===== config.mk =====
export PLATFORM = sky130hd
export DESIGN_NAME = msc_multi_flat
export DESIGN_NICKNAME = d
export VERILOG_FILES = /design/src/rtl/msc_pkg.sv /design/src/rtl/msc_multi_if.sv /design/src/rtl/msc_port_fsm.sv /design/src/rtl/msc_multi.sv /design/src/flat_wrapper.sv
export SDC_FILE = /design/constraint.sdc
export NUM_CORES = 1
export LEC_CHECK = 0
export ABC_AREA = 1
export BUFFER_PORTS_ARGS = -buffer_cell sky130_fd_sc_hd__buf_4
export CORE_ASPECT_RATIO = 1.25
export CORE_UTILIZATION = 56
export CTS_BUF_LIST = sky130_fd_sc_hd__clkbuf_8
export DETAILED_ROUTE_END_ITERATION = 16
export PLACE_DENSITY = 0.92
export SYNTH_ARGS = -nofsm -noshare
export SYNTH_HDL_FRONTEND = slang
export SYNTH_HIERARCHICAL = 1
export SYNTH_SLANG_ARGS = --single-unit

===== constraint.sdc =====
create_clock -name clk_sys -period 1.45 [get_ports clk_sys]
set_clock_uncertainty 0.15 [all_clocks]
set_input_delay 0 -clock clk_sys [delete_from_list [all_inputs] [get_ports clk_sys]]
set_output_delay 0 -clock clk_sys [all_outputs]
set_load 0.02 [all_outputs]

===== src/rtl/msc_pkg.sv =====
// msc_multi shared types: per-port FSM states and control/status bit positions.
// Status readback is built only with MSC_STATUS_READ_EN.
package msc_pkg;

  typedef enum logic [2:0] {
    ST_IDLE,
    ST_DRAIN,
    ST_FLUSH,
    ST_FWAIT,
    ST_SWAP,
    ST_RESET,
    ST_RWAIT
  } msc_state_e;

  localparam int CTL_RESET = 0;
  localparam int CTL_FLUSH = 1;
  localparam int CTL_AUTO  = 2;
  localparam int CTL_EN    = 3;

  localparam int STS_ACT  = 0;
  localparam int STS_PEND = 1;
  localparam int STS_ERR  = 2;
  localparam int STS_AUTO = 3;

endpackage


===== src/rtl/msc_multi_if.sv =====
// msc_multi register bus and cache-port bundle.
// master = CPU decode / cache side, slave = msc_multi.
interface msc_multi_if #(
  parameter int NUM_PORTS = 2,
  parameter int PAGE_W    = 7,
  parameter int AW        = $clog2(NUM_PORTS) + 1
);
  logic                        wren;
  logic                        ren;
  logic [AW-1:0]               A;
  logic [7:0]                  din;
  logic [7:0]                  dout;
  logic [NUM_PORTS*PAGE_W-1:0] page;
  logic [NUM_PORTS-1:0]        port_reset;
  logic [NUM_PORTS-1:0]        port_flush;
  logic [NUM_PORTS-1:0]        port_req;
  logic [NUM_PORTS-1:0]        port_ready;
  logic [NUM_PORTS-1:0]        port_busy;
  logic                        active;

  modport master (
    output wren, ren, A, din,
    output port_req, port_ready, port_busy,
    input  dout, page, port_reset,
    input  port_flush, active
  );

  modport slave (
    input  wren, ren, A, din,
    input  port_req, port_ready, port_busy,
    output dout, page, port_reset,
    output port_flush, active
  );
endinterface


===== src/rtl/msc_port_fsm.sv =====
// One cache port: page/AUTO registers and the drain/flush/swap/reset sequencer.
// ERR bit exists only with MSC_STATUS_READ_EN.
module msc_port_fsm
  import msc_pkg::*;
#(
  parameter int PAGE_W     = 7,
  parameter bit FLUSH_EN   = 1'b1,
  parameter int RST_CYCLES = 2
) (
  input  logic              clk_sys,
  input  logic              rst,
  input  logic              ctl_we_i,
  input  logic              pg_we_i,
  input  logic [7:0]        din_i,
  input  logic              stat_rd_i,
  input  logic              port_req_i,
  input  logic              port_ready_i,
  input  logic              port_busy_i,
  output logic [PAGE_W-1:0] page_o,
  output logic              port_reset_o,
  output logic              port_flush_o,
  output logic              active_o,
  output logic [7:0]        status_o
);
  localparam int CW = (RST_CYCLES > 1) ? $clog2(RST_CYCLES) : 1;

  msc_state_e        state_q, state_d;
  logic [PAGE_W-1:0] page_q, page_d;
  logic [PAGE_W-1:0] pend_q, pend_d;
  logic              pvld_q, pvld_d;
  logic              auto_q, auto_d;
  logic              dofl_q, dofl_d;
  logic              dosw_q, dosw_d;
  logic              dors_q, dors_d;
  logic [CW-1:0]     cnt_q, cnt_d;
  logic              idle, ctl_en, cmd_fl, cmd_rs;
  logic              cmd_go, err_ev, err, drained;
  logic              unused_din;

  assign idle    = (state_q == ST_IDLE);
  assign ctl_en  = ctl_we_i & din_i[CTL_EN];
  assign cmd_fl  = din_i[CTL_FLUSH] & FLUSH_EN;
  assign cmd_rs  = din_i[CTL_RESET];
  assign cmd_go  = ctl_en & (cmd_fl | cmd_rs);
  assign err_ev  = (cmd_go | pg_we_i) & ~idle;
  assign drained = ~(port_req_i & ~port_ready_i);
  assign unused_din = ^din_i;

  always_comb begin
    state_d = state_q;
    page_d  = page_q;
    pend_d  = pend_q;
    pvld_d  = pvld_q;
    auto_d  = auto_q;
    dofl_d  = dofl_q;
    dosw_d  = dosw_q;
    dors_d  = dors_q;
    cnt_d   = '0;
    if (ctl_en) auto_d = din_i[CTL_AUTO];
    unique case (state_q)
      ST_IDLE: begin
        if (pg_we_i) begin
          pend_d  = din_i[PAGE_W-1:0];
          pvld_d  = 1'b1;
          dosw_d  = 1'b1;
          dofl_d  = auto_q & FLUSH_EN;
          dors_d  = auto_q;
          state_d = ST_DRAIN;
        end else if (cmd_go) begin
          dosw_d  = 1'b0;
          dofl_d  = cmd_fl;
          dors_d  = cmd_rs;
          state_d = ST_DRAIN;
        end
      end
      ST_DRAIN: begin
        if (drained) begin
          if (dofl_q)      state_d = ST_FLUSH;
          else if (dosw_q) state_d = ST_SWAP;
          else if (dors_q) state_d = ST_RESET;
          else             state_d = ST_IDLE;
        end
      end
      ST_FLUSH: state_d = ST_FWAIT;
      ST_FWAIT: begin
        if (!port_busy_i) begin
          if (dosw_q)      state_d = ST_SWAP;
          else if (dors_q) state_d = ST_RESET;
          else             state_d = ST_IDLE;
        end
      end
      ST_SWAP: begin
        page_d  = pend_q;
        pvld_d  = 1'b0;
        state_d = dors_q ? ST_RESET : ST_IDLE;
      end
      ST_RESET: begin
        cnt_d = cnt_q + CW'(1);
        if (cnt_q == CW'(RST_CYCLES - 1))
          state_d = ST_RWAIT;
      end
      ST_RWAIT: begin
        if (!port_busy_i) state_d = ST_IDLE;
      end
      default: state_d = ST_IDLE;
    endcase
  end

  always_ff @(posedge clk_sys or posedge rst) begin
    if (rst) begin
      state_q <= ST_IDLE;
      page_q  <= '0;
      pend_q  <= '0;
      pvld_q  <= 1'b0;
      auto_q  <= 1'b0;
      dofl_q  <= 1'b0;
      dosw_q  <= 1'b0;
      dors_q  <= 1'b0;
      cnt_q   <= '0;
    end else begin
      state_q <= state_d;
      page_q  <= page_d;
      pend_q  <= pend_d;
      pvld_q  <= pvld_d;
      auto_q  <= auto_d;
      dofl_q  <= dofl_d;
      dosw_q  <= dosw_d;
      dors_q  <= dors_d;
      cnt_q   <= cnt_d;
    end
  end

`ifdef MSC_STATUS_READ_EN
  logic err_q, err_d;

  // a fault in the same cycle as the clearing read wins
  always_comb begin
    err_d = err_q;
    if (stat_rd_i) err_d = 1'b0;
    if (err_ev)    err_d = 1'b1;
  end

  always_ff @(posedge clk_sys or posedge rst) begin
    if (rst) err_q <= 1'b0;
    else     err_q <= err_d;
  end

  assign err = err_q;
`else
  logic unused_rd;
  assign unused_rd = stat_rd_i ^ err_ev;
  assign err = 1'b0;
`endif

  always_comb begin
    status_o           = '0;
    status_o[STS_ACT]  = ~idle;
    status_o[STS_PEND] = pvld_q;
    status_o[STS_ERR]  = err;
    status_o[STS_AUTO] = auto_q;
  end

  assign page_o       = page_q;
  assign port_reset_o = (state_q == ST_RESET);
  assign port_flush_o = (state_q == ST_FLUSH);
  assign active_o     = ~idle;

endmodule


===== src/rtl/msc_multi.sv =====
// Memory subsystem control: address decode, per-port sequencers, read mux.
// Define MSC_STATUS_READ_EN to enable register readback.
module msc_multi
  import msc_pkg::*;
#(
  parameter int         NUM_PORTS  = 2,
  parameter int         PAGE_W     = 7,
  parameter logic [7:0] FLUSH_MASK = 8'b10,
  parameter int         RST_CYCLES = 2,
  parameter int         AW         = $clog2(NUM_PORTS) + 1
) (
  input logic        clk_sys,
  input logic        rst,
  msc_multi_if.slave bus
);
  logic [NUM_PORTS-1:0][PAGE_W-1:0] pg;
  logic [NUM_PORTS-1:0][7:0]        sts;
  logic [NUM_PORTS-1:0]             act;
  logic [NUM_PORTS-1:0]             prst;
  logic [NUM_PORTS-1:0]             pfl;

  for (genvar k = 0; k < NUM_PORTS; k++) begin : g_port
    logic ctl_sel, pg_sel;

    assign ctl_sel = (bus.A == AW'(2 * k));
    assign pg_sel  = (bus.A == AW'(2 * k + 1));

    msc_port_fsm #(
      .PAGE_W     (PAGE_W),
      .FLUSH_EN   (FLUSH_MASK[k]),
      .RST_CYCLES (RST_CYCLES)
    ) u_fsm (
      .clk_sys      (clk_sys),
      .rst          (rst),
      .ctl_we_i     (bus.wren & ctl_sel),
      .pg_we_i      (bus.wren & pg_sel),
      .din_i        (bus.din),
      .stat_rd_i    (bus.ren & ctl_sel),
      .port_req_i   (bus.port_req[k]),
      .port_ready_i (bus.port_ready[k]),
      .port_busy_i  (bus.port_busy[k]),
      .page_o       (pg[k]),
      .port_reset_o (prst[k]),
      .port_flush_o (pfl[k]),
      .active_o     (act[k]),
      .status_o     (sts[k])
    );
  end

  assign bus.page       = pg;
  assign bus.port_reset = prst;
  assign bus.port_flush = pfl;
  assign bus.active     = |act;

`ifdef MSC_STATUS_READ_EN
  logic [7:0] dout_q, dout_d;
  logic [7:0] rd_v;

  always_comb begin
    rd_v = '0;
    for (int k = 0; k < NUM_PORTS; k++) begin
      if (bus.A == AW'(2 * k))     rd_v = sts[k];
      if (bus.A == AW'(2 * k + 1)) rd_v = 8'(pg[k]);
    end
  end

  assign dout_d = bus.ren ? rd_v : dout_q;

  always_ff @(posedge clk_sys or posedge rst) begin
    if (rst) dout_q <= '0;
    else     dout_q <= dout_d;
  end

  assign bus.dout = dout_q;
`else
  logic unused_rd;
  assign unused_rd = bus.ren ^ (^sts);
  assign bus.dout  = '0;
`endif

endmodule


===== src/flat_wrapper.sv =====
// flat-port wrapper written by rule: the top's interface ports become plain ports
module msc_multi_flat import msc_pkg::*;
#(
  parameter int         NUM_PORTS  = 2,
  parameter int         PAGE_W     = 7,
  parameter logic [7:0] FLUSH_MASK = 8'b10,
  parameter int         RST_CYCLES = 2,
  parameter int         AW         = $clog2(NUM_PORTS) + 1
)
  (clk_sys, rst, bus_wren, bus_ren, bus_A, bus_din, bus_port_req, bus_port_ready, bus_port_busy, bus_dout, bus_page, bus_port_reset, bus_port_flush, bus_active);
  msc_multi_if #(.NUM_PORTS(NUM_PORTS), .PAGE_W(PAGE_W), .AW(AW)) bus_i ();
  input logic clk_sys;
  input logic rst;
  input wire logic [$bits(bus_i.wren)-1:0] bus_wren;
  input wire logic [$bits(bus_i.ren)-1:0] bus_ren;
  input wire logic [$bits(bus_i.A)-1:0] bus_A;
  input wire logic [$bits(bus_i.din)-1:0] bus_din;
  input wire logic [$bits(bus_i.port_req)-1:0] bus_port_req;
  input wire logic [$bits(bus_i.port_ready)-1:0] bus_port_ready;
  input wire logic [$bits(bus_i.port_busy)-1:0] bus_port_busy;
  output wire logic [$bits(bus_i.dout)-1:0] bus_dout;
  output wire logic [$bits(bus_i.page)-1:0] bus_page;
  output wire logic [$bits(bus_i.port_reset)-1:0] bus_port_reset;
  output wire logic [$bits(bus_i.port_flush)-1:0] bus_port_flush;
  output wire logic [$bits(bus_i.active)-1:0] bus_active;
  assign bus_i.wren = bus_wren;
  assign bus_i.ren = bus_ren;
  assign bus_i.A = bus_A;
  assign bus_i.din = bus_din;
  assign bus_i.port_req = bus_port_req;
  assign bus_i.port_ready = bus_port_ready;
  assign bus_i.port_busy = bus_port_busy;
  assign bus_dout = bus_i.dout;
  assign bus_page = bus_i.page;
  assign bus_port_reset = bus_i.port_reset;
  assign bus_port_flush = bus_i.port_flush;
  assign bus_active = bus_i.active;
  msc_multi #(.NUM_PORTS(NUM_PORTS), .PAGE_W(PAGE_W), .FLUSH_MASK(FLUSH_MASK), .RST_CYCLES(RST_CYCLES), .AW(AW)) u_core (.clk_sys(clk_sys), .rst(rst), .bus(bus_i));
endmodule

# Yosys cells after proc, flatten, opt, wreduce, memory -nomap -nowiden
# Index checks and enable logic that the tools add are counted.
# word_totals
regBits	44
output_inout_bits	27
wordCells	103
# classes
addsub	2
eq_ne	25
n_mux	33
bitwise_logic	15
reduce_logical	12
# op_table
cell	n
$mux W3	18
$pmux W3 S7	2
$eq A3 B3 Y1 const B	6
$mux W1	13
$eq A3 B2 Y1 const B	4
$ne A2 B2 Y1 const B	6
$and A1 B1 Y1	10
$reduce_and A5 Y1	2
$reduce_and A2 Y1	4
$eq A3 B1 Y1 const B	2
$logic_not A3 Y1	2
$ne A3 B2 Y1 const B	2
$eq A2 B2 Y1 const B	2
$ne A2 B1 Y1 const B	2
$not A1 Y1	4
$reduce_bool A2 Y1	2
$add A1 B1 Y1 const B	2
$eq A2 B1 Y1 const B	1
$logic_not A2 Y1	1
$reduce_or A2 Y1	1
$or A1 B1 Y1	1

# Logic depth before layout (Yosys ltp)
# logic_depth
ltp_word	7
ltp_mapped	10
ltp_nobuf	10

# Modules after synthesis
# Netlist, hierarchy kept.
# by_module_without_submodules
module	instances	cells_per_inst	area_each_um2
msc_port_fsm (u_core.g_port[1].u_fsm)	1	144	1173.6
msc_port_fsm (u_core.g_port[0].u_fsm)	1	135	1108.6
msc_multi	1	21	113.9

# Worst setup path after synthesis
# No wires, ideal clock.
# synth_path
path_kind	reg2reg
start	reg u_core.g_port[1].u_fsm.state_q[2]
end	reg u_core.g_port[1].u_fsm.pend_q[0]
arrival_ns	1.030
t_required_ns	1.174
path_slack_ns	0.144
stages_incl_launch_ff	7
n_path_buf	2
period_less_slack_ns	1.306
cell_sequence	dfrtp_1 -> buf_6 -> nor2_4 -> nand3_2 -> buf_2 -> nand2_1 -> o21ai_0
# synth_between
elab_chain_len	2
# synth_lines
item	line_no	rtl
start: declaration	msc_port_fsm.sv:27	msc_state_e state_q, state_d;
start signal: assignment	msc_port_fsm.sv:121	state_q <= state_d;
$logic_not A3 Y1	msc_port_fsm.sv:60	unique case (state_q)
$reduce_and A2 Y1 (no source line)	-	
end signal: assignment	msc_port_fsm.sv:123	pend_q <= pend_d;
end: declaration	msc_port_fsm.sv:29	logic [PAGE_W-1:0] pend_q, pend_d;
# Every way passes these cells.
# A chain may end at the register's enable or synchronous reset.

# Final worst setup path
# layout_path
start	reg u_core.g_port[0].u_fsm.state_q[0]
end	reg u_core.g_port[0].u_fsm.state_q[1]
# layout_between
elab_chain_len	3
# layout_lines
item	line_no
start: declaration	msc_port_fsm.sv:27
start signal: assignment	msc_port_fsm.sv:121
$eq A3 B1 Y1 (tied with other cells)	msc_port_fsm.sv:60
$ne A2 B2 Y1 (no source line) (tied with other cells)	-
$reduce_and A5 Y1 (no source line)	-
# Parallel ways exist; a longest one is shown, timed or not.

==> run metrics <==
kind of start point of the critical path=flop; cell count after placement=351; required arrival time at the worst endpoint=1.46 ns; area of the die=4170 um2; # DRC=2; largest fanout of any net on the critical path=4; Initial DRC Count=134; pre-CTS setup slack=0.0557 ns; total inserted antenna cells=0; CTS H-tree depth=2; unrepaired setup endpoints after global routing=yes; Setup TNS=-0.300 ns; type of the tightest min-delay check=input pin to flop; final design area excluding fillers=3080 um2; number of core rows=25; number of primary I/O pins=47; Max Freq=650 MHz; Final period util=106%; GRT Residual Overflow=0; layout cells sized above 1=39.0%; Skew-Pair Late Insertion Delay=0.29 ns; clock buffer count from CTS=5; maximum root-to-sink buffer count=2; area inside the core boundary=3750 um2; Die X=57.9 um; final net count=373; data arrival time of the critical path=1.55 ns; Cell Pwr Density=2070 nW/um2; share of the core filled with cells in the final layout=81.9%; clock edge transition at the registers on the reported setup and hold paths=0.08 ns; via total after detailed routing=2189; minimum clock period after layout=1.54 ns; via count of the first global-routing pass=2064; cell depth of the worst min-delay path=6; minimum hold slack=0.00697 ns; Post-Syn Instances=273; final WL=6610 um; Tot GR Track Use=29.3%; via count normalized by instance count=5.56; half-perimeter wire length of the detailed placement result=3110 um; outcome=finished with violations; Crit. path cell count=9; final number of max-transition violations=0; first-pass iteration count of the detailed router=11; cell family with the largest share of critical-path delay=simple AND/OR/NAND/NOR gates; P_leak=1.67 nW; cell with the biggest individual delay on the critical path=sky130_fd_sc_hd__dfrtp_2; path type of the worst setup path=flop to flop; antenna violations before repair=0; clk sink count=43; cell area after synthesis=2190 um2; Worst Setup Slack, final=-0.0880 ns; VDD IR-drop max=1.39 mV; maximum single-stage delay on the critical path=0.45 ns; root buffer selected by CTS=sky130_fd_sc_hd__clkbuf_8; Area growth, synth to finish=40.5%; average routed wire per standard cell=16.8 um; y dimension of the die=71.9 um; Post-Place Cell Area=2490 um2; list of cells traversed by the critical path=buf_4 -> inv_4 -> nand2_2 -> nand2_1 -> nand2_2 -> inv_2 -> nor2_4 -> nand3_1 -> nand2_1; number of endpoints with negative hold slack in the final report=0; power consumption=6.37 mW; count of fill cells added during filler insertion=197; number of nets with antenna violations after routing=0; average size of a mapped cell=8.02 um2; maximum number of pins on one net before global-route repair=23; TritonCTS clock tree=built; routability congestion estimate from global placement=0.935; Reg2Reg Depth=9; WP buf/inv=3; non-filler instance count after layout=394; total setup violations reported at the end of the flow=9; total of warnings raised by yosys=6; failing checks=design-rule violations, negative setup slack; initial cell density of the core=58.3%; global-route wire length before repair=9110 um; max cap viols=0; critical path capture point type=flop; # port buffers=36
-- flip-flops by register name, indices dropped and copies added, names as in the netlist --
register	count
u_core/g_port.u_fsm/page_o	14
u_core/g_port.u_fsm/pend_q	14
u_core/g_port.u_fsm/state_q	6
u_core/g_port.u_fsm/auto_q	2
u_core/g_port.u_fsm/cnt_q	2
u_core/g_port.u_fsm/dors_q	2
u_core/g_port.u_fsm/dosw_q	2
u_core/g_port.u_fsm/dofl_q	1
-- worst paths after layout --
kind                                                          startpoint                                            end  slack (ns)
max                        u_core/g_port[0].u_fsm/state_q[0]$_DFFE_PP0P_  u_core/g_port[0].u_fsm/state_q[1]$_DFFE_PP0P_       -0.09
min                                                    bus_port_ready[0]  u_core/g_port[0].u_fsm/state_q[0]$_DFFE_PP0P_       0.007
max reg2reg                u_core/g_port[0].u_fsm/state_q[0]$_DFFE_PP0P_  u_core/g_port[0].u_fsm/state_q[1]$_DFFE_PP0P_       -0.09
min reg2reg                       u_core/g_port[1].u_fsm/cnt_q$_DFF_PP0_         u_core/g_port[1].u_fsm/cnt_q$_DFF_PP0_        0.31
max in group asynchronous                                            rst  u_core/g_port[1].u_fsm/state_q[2]$_DFFE_PP0P_        0.74
min in group asynchronous                                            rst   u_core/g_port[0].u_fsm/pend_q[0]$_DFFE_PP0P_        0.16
-- what timing repair did --
action                                  in CTS  in global routing
hold endpoints to repair                    66                  0
gates resized for setup                      9                 50
pin swaps                                    4                 15
gates cloned                                 0                  1
setup buffers                               13                  7
hold buffers                                15                  0
endpoints found under the setup margin       1                 35
-- layout by cell type (no fill, tap or decap) --
master and instances:
sky130_fd_sc_hd__nand2_1 68, sky130_fd_sc_hd__buf_4 59, sky130_fd_sc_hd__dfrtp_1 38, sky130_fd_sc_hd__inv_1 31, sky130_fd_sc_hd__nand3_1 18, sky130_fd_sc_hd__nand2_2 16, sky130_fd_sc_hd__o21ai_0 15, sky130_fd_sc_hd__dlygate4sd3_1 14
sky130_fd_sc_hd__nor2_1 12, sky130_fd_sc_hd__conb_1 8, sky130_fd_sc_hd__nor2_4 8, sky130_fd_sc_hd__clkbuf_8 7, sky130_fd_sc_hd__inv_2 7, sky130_fd_sc_hd__o21ai_2 7, sky130_fd_sc_hd__nor2_2 5, sky130_fd_sc_hd__nand4_1 5
sky130_fd_sc_hd__dfrtp_2 5, sky130_fd_sc_hd__inv_4 4, sky130_fd_sc_hd__buf_6 4, sky130_fd_sc_hd__a21oi_2 3, sky130_fd_sc_hd__nand3_2 3, sky130_fd_sc_hd__a21oi_1 3, sky130_fd_sc_hd__nand2_4 2, sky130_fd_sc_hd__o21ai_1 2
sky130_fd_sc_hd__a21oi_4 2, sky130_fd_sc_hd__nand3_4 2, sky130_fd_sc_hd__dlymetal6s4s_1 1, sky130_fd_sc_hd__or2_1 1, sky130_fd_sc_hd__inv_8 1, sky130_fd_sc_hd__nand2_8 1, sky130_fd_sc_hd__clkinv_4 1, sky130_fd_sc_hd__mux2_2 1
-- worst register-to-register path: stages, from the launching register on --
cell and delay [ns]:
sky130_fd_sc_hd__dfrtp_2 0.45, sky130_fd_sc_hd__buf_4 0.16, sky130_fd_sc_hd__inv_4 0.07, sky130_fd_sc_hd__nand2_2 0.08, sky130_fd_sc_hd__nand2_1 0.10, sky130_fd_sc_hd__nand2_2 0.09, sky130_fd_sc_hd__inv_2 0.08, sky130_fd_sc_hd__nor2_4 0.04
sky130_fd_sc_hd__nand3_1 0.07, sky130_fd_sc_hd__nand2_1 0.11
-- report_power, final --
group | total (mW) | leakage (nW) | internal, mW | switching (mW)
logic | 3.39 | 1.09 | 1.38 | 2.00
clock network | 0.826 | 0.0557 | 0.428 | 0.398
registers | 2.16 | 0.524 | 1.74 | 0.413
total | 6.37 | 1.67 | 3.56 | 2.81
-- final cells by class --
| type | count | area, um2 | area share [%] |
|---|---|---|---|
| Clock buffer | 7 | 96.3 | 3.13 |
| Clock inverter | 1 | 3.75 | 0.122 |
| Inverter | 42 | 178 | 5.78 |
| Multi-Input combinational cell | 182 | 1020 | 33.1 |
| Sequential cell | 43 | 1080 | 35.2 |
| Tap cell | 40 | 50.0 | 1.63 |
| Timing Repair Buffer | 78 | 641 | 20.8 |
| Timing Repair inverter | 1 | 6.26 | 0.203 |
-- metal layers --
metal | global-route usage (%) | wire length (um) | vias to the layer above
li1 | - | - | 993
met2 | 50.2 | 3490 | 121
met3 | 6.42 | 400 | 29
met4 | 15.3 | 280 | 0
met1 | 34.1 | 2440 | 1046
met5 | 0 | 0 | -
No activity file was read; power rests on OpenSTA's default activity.
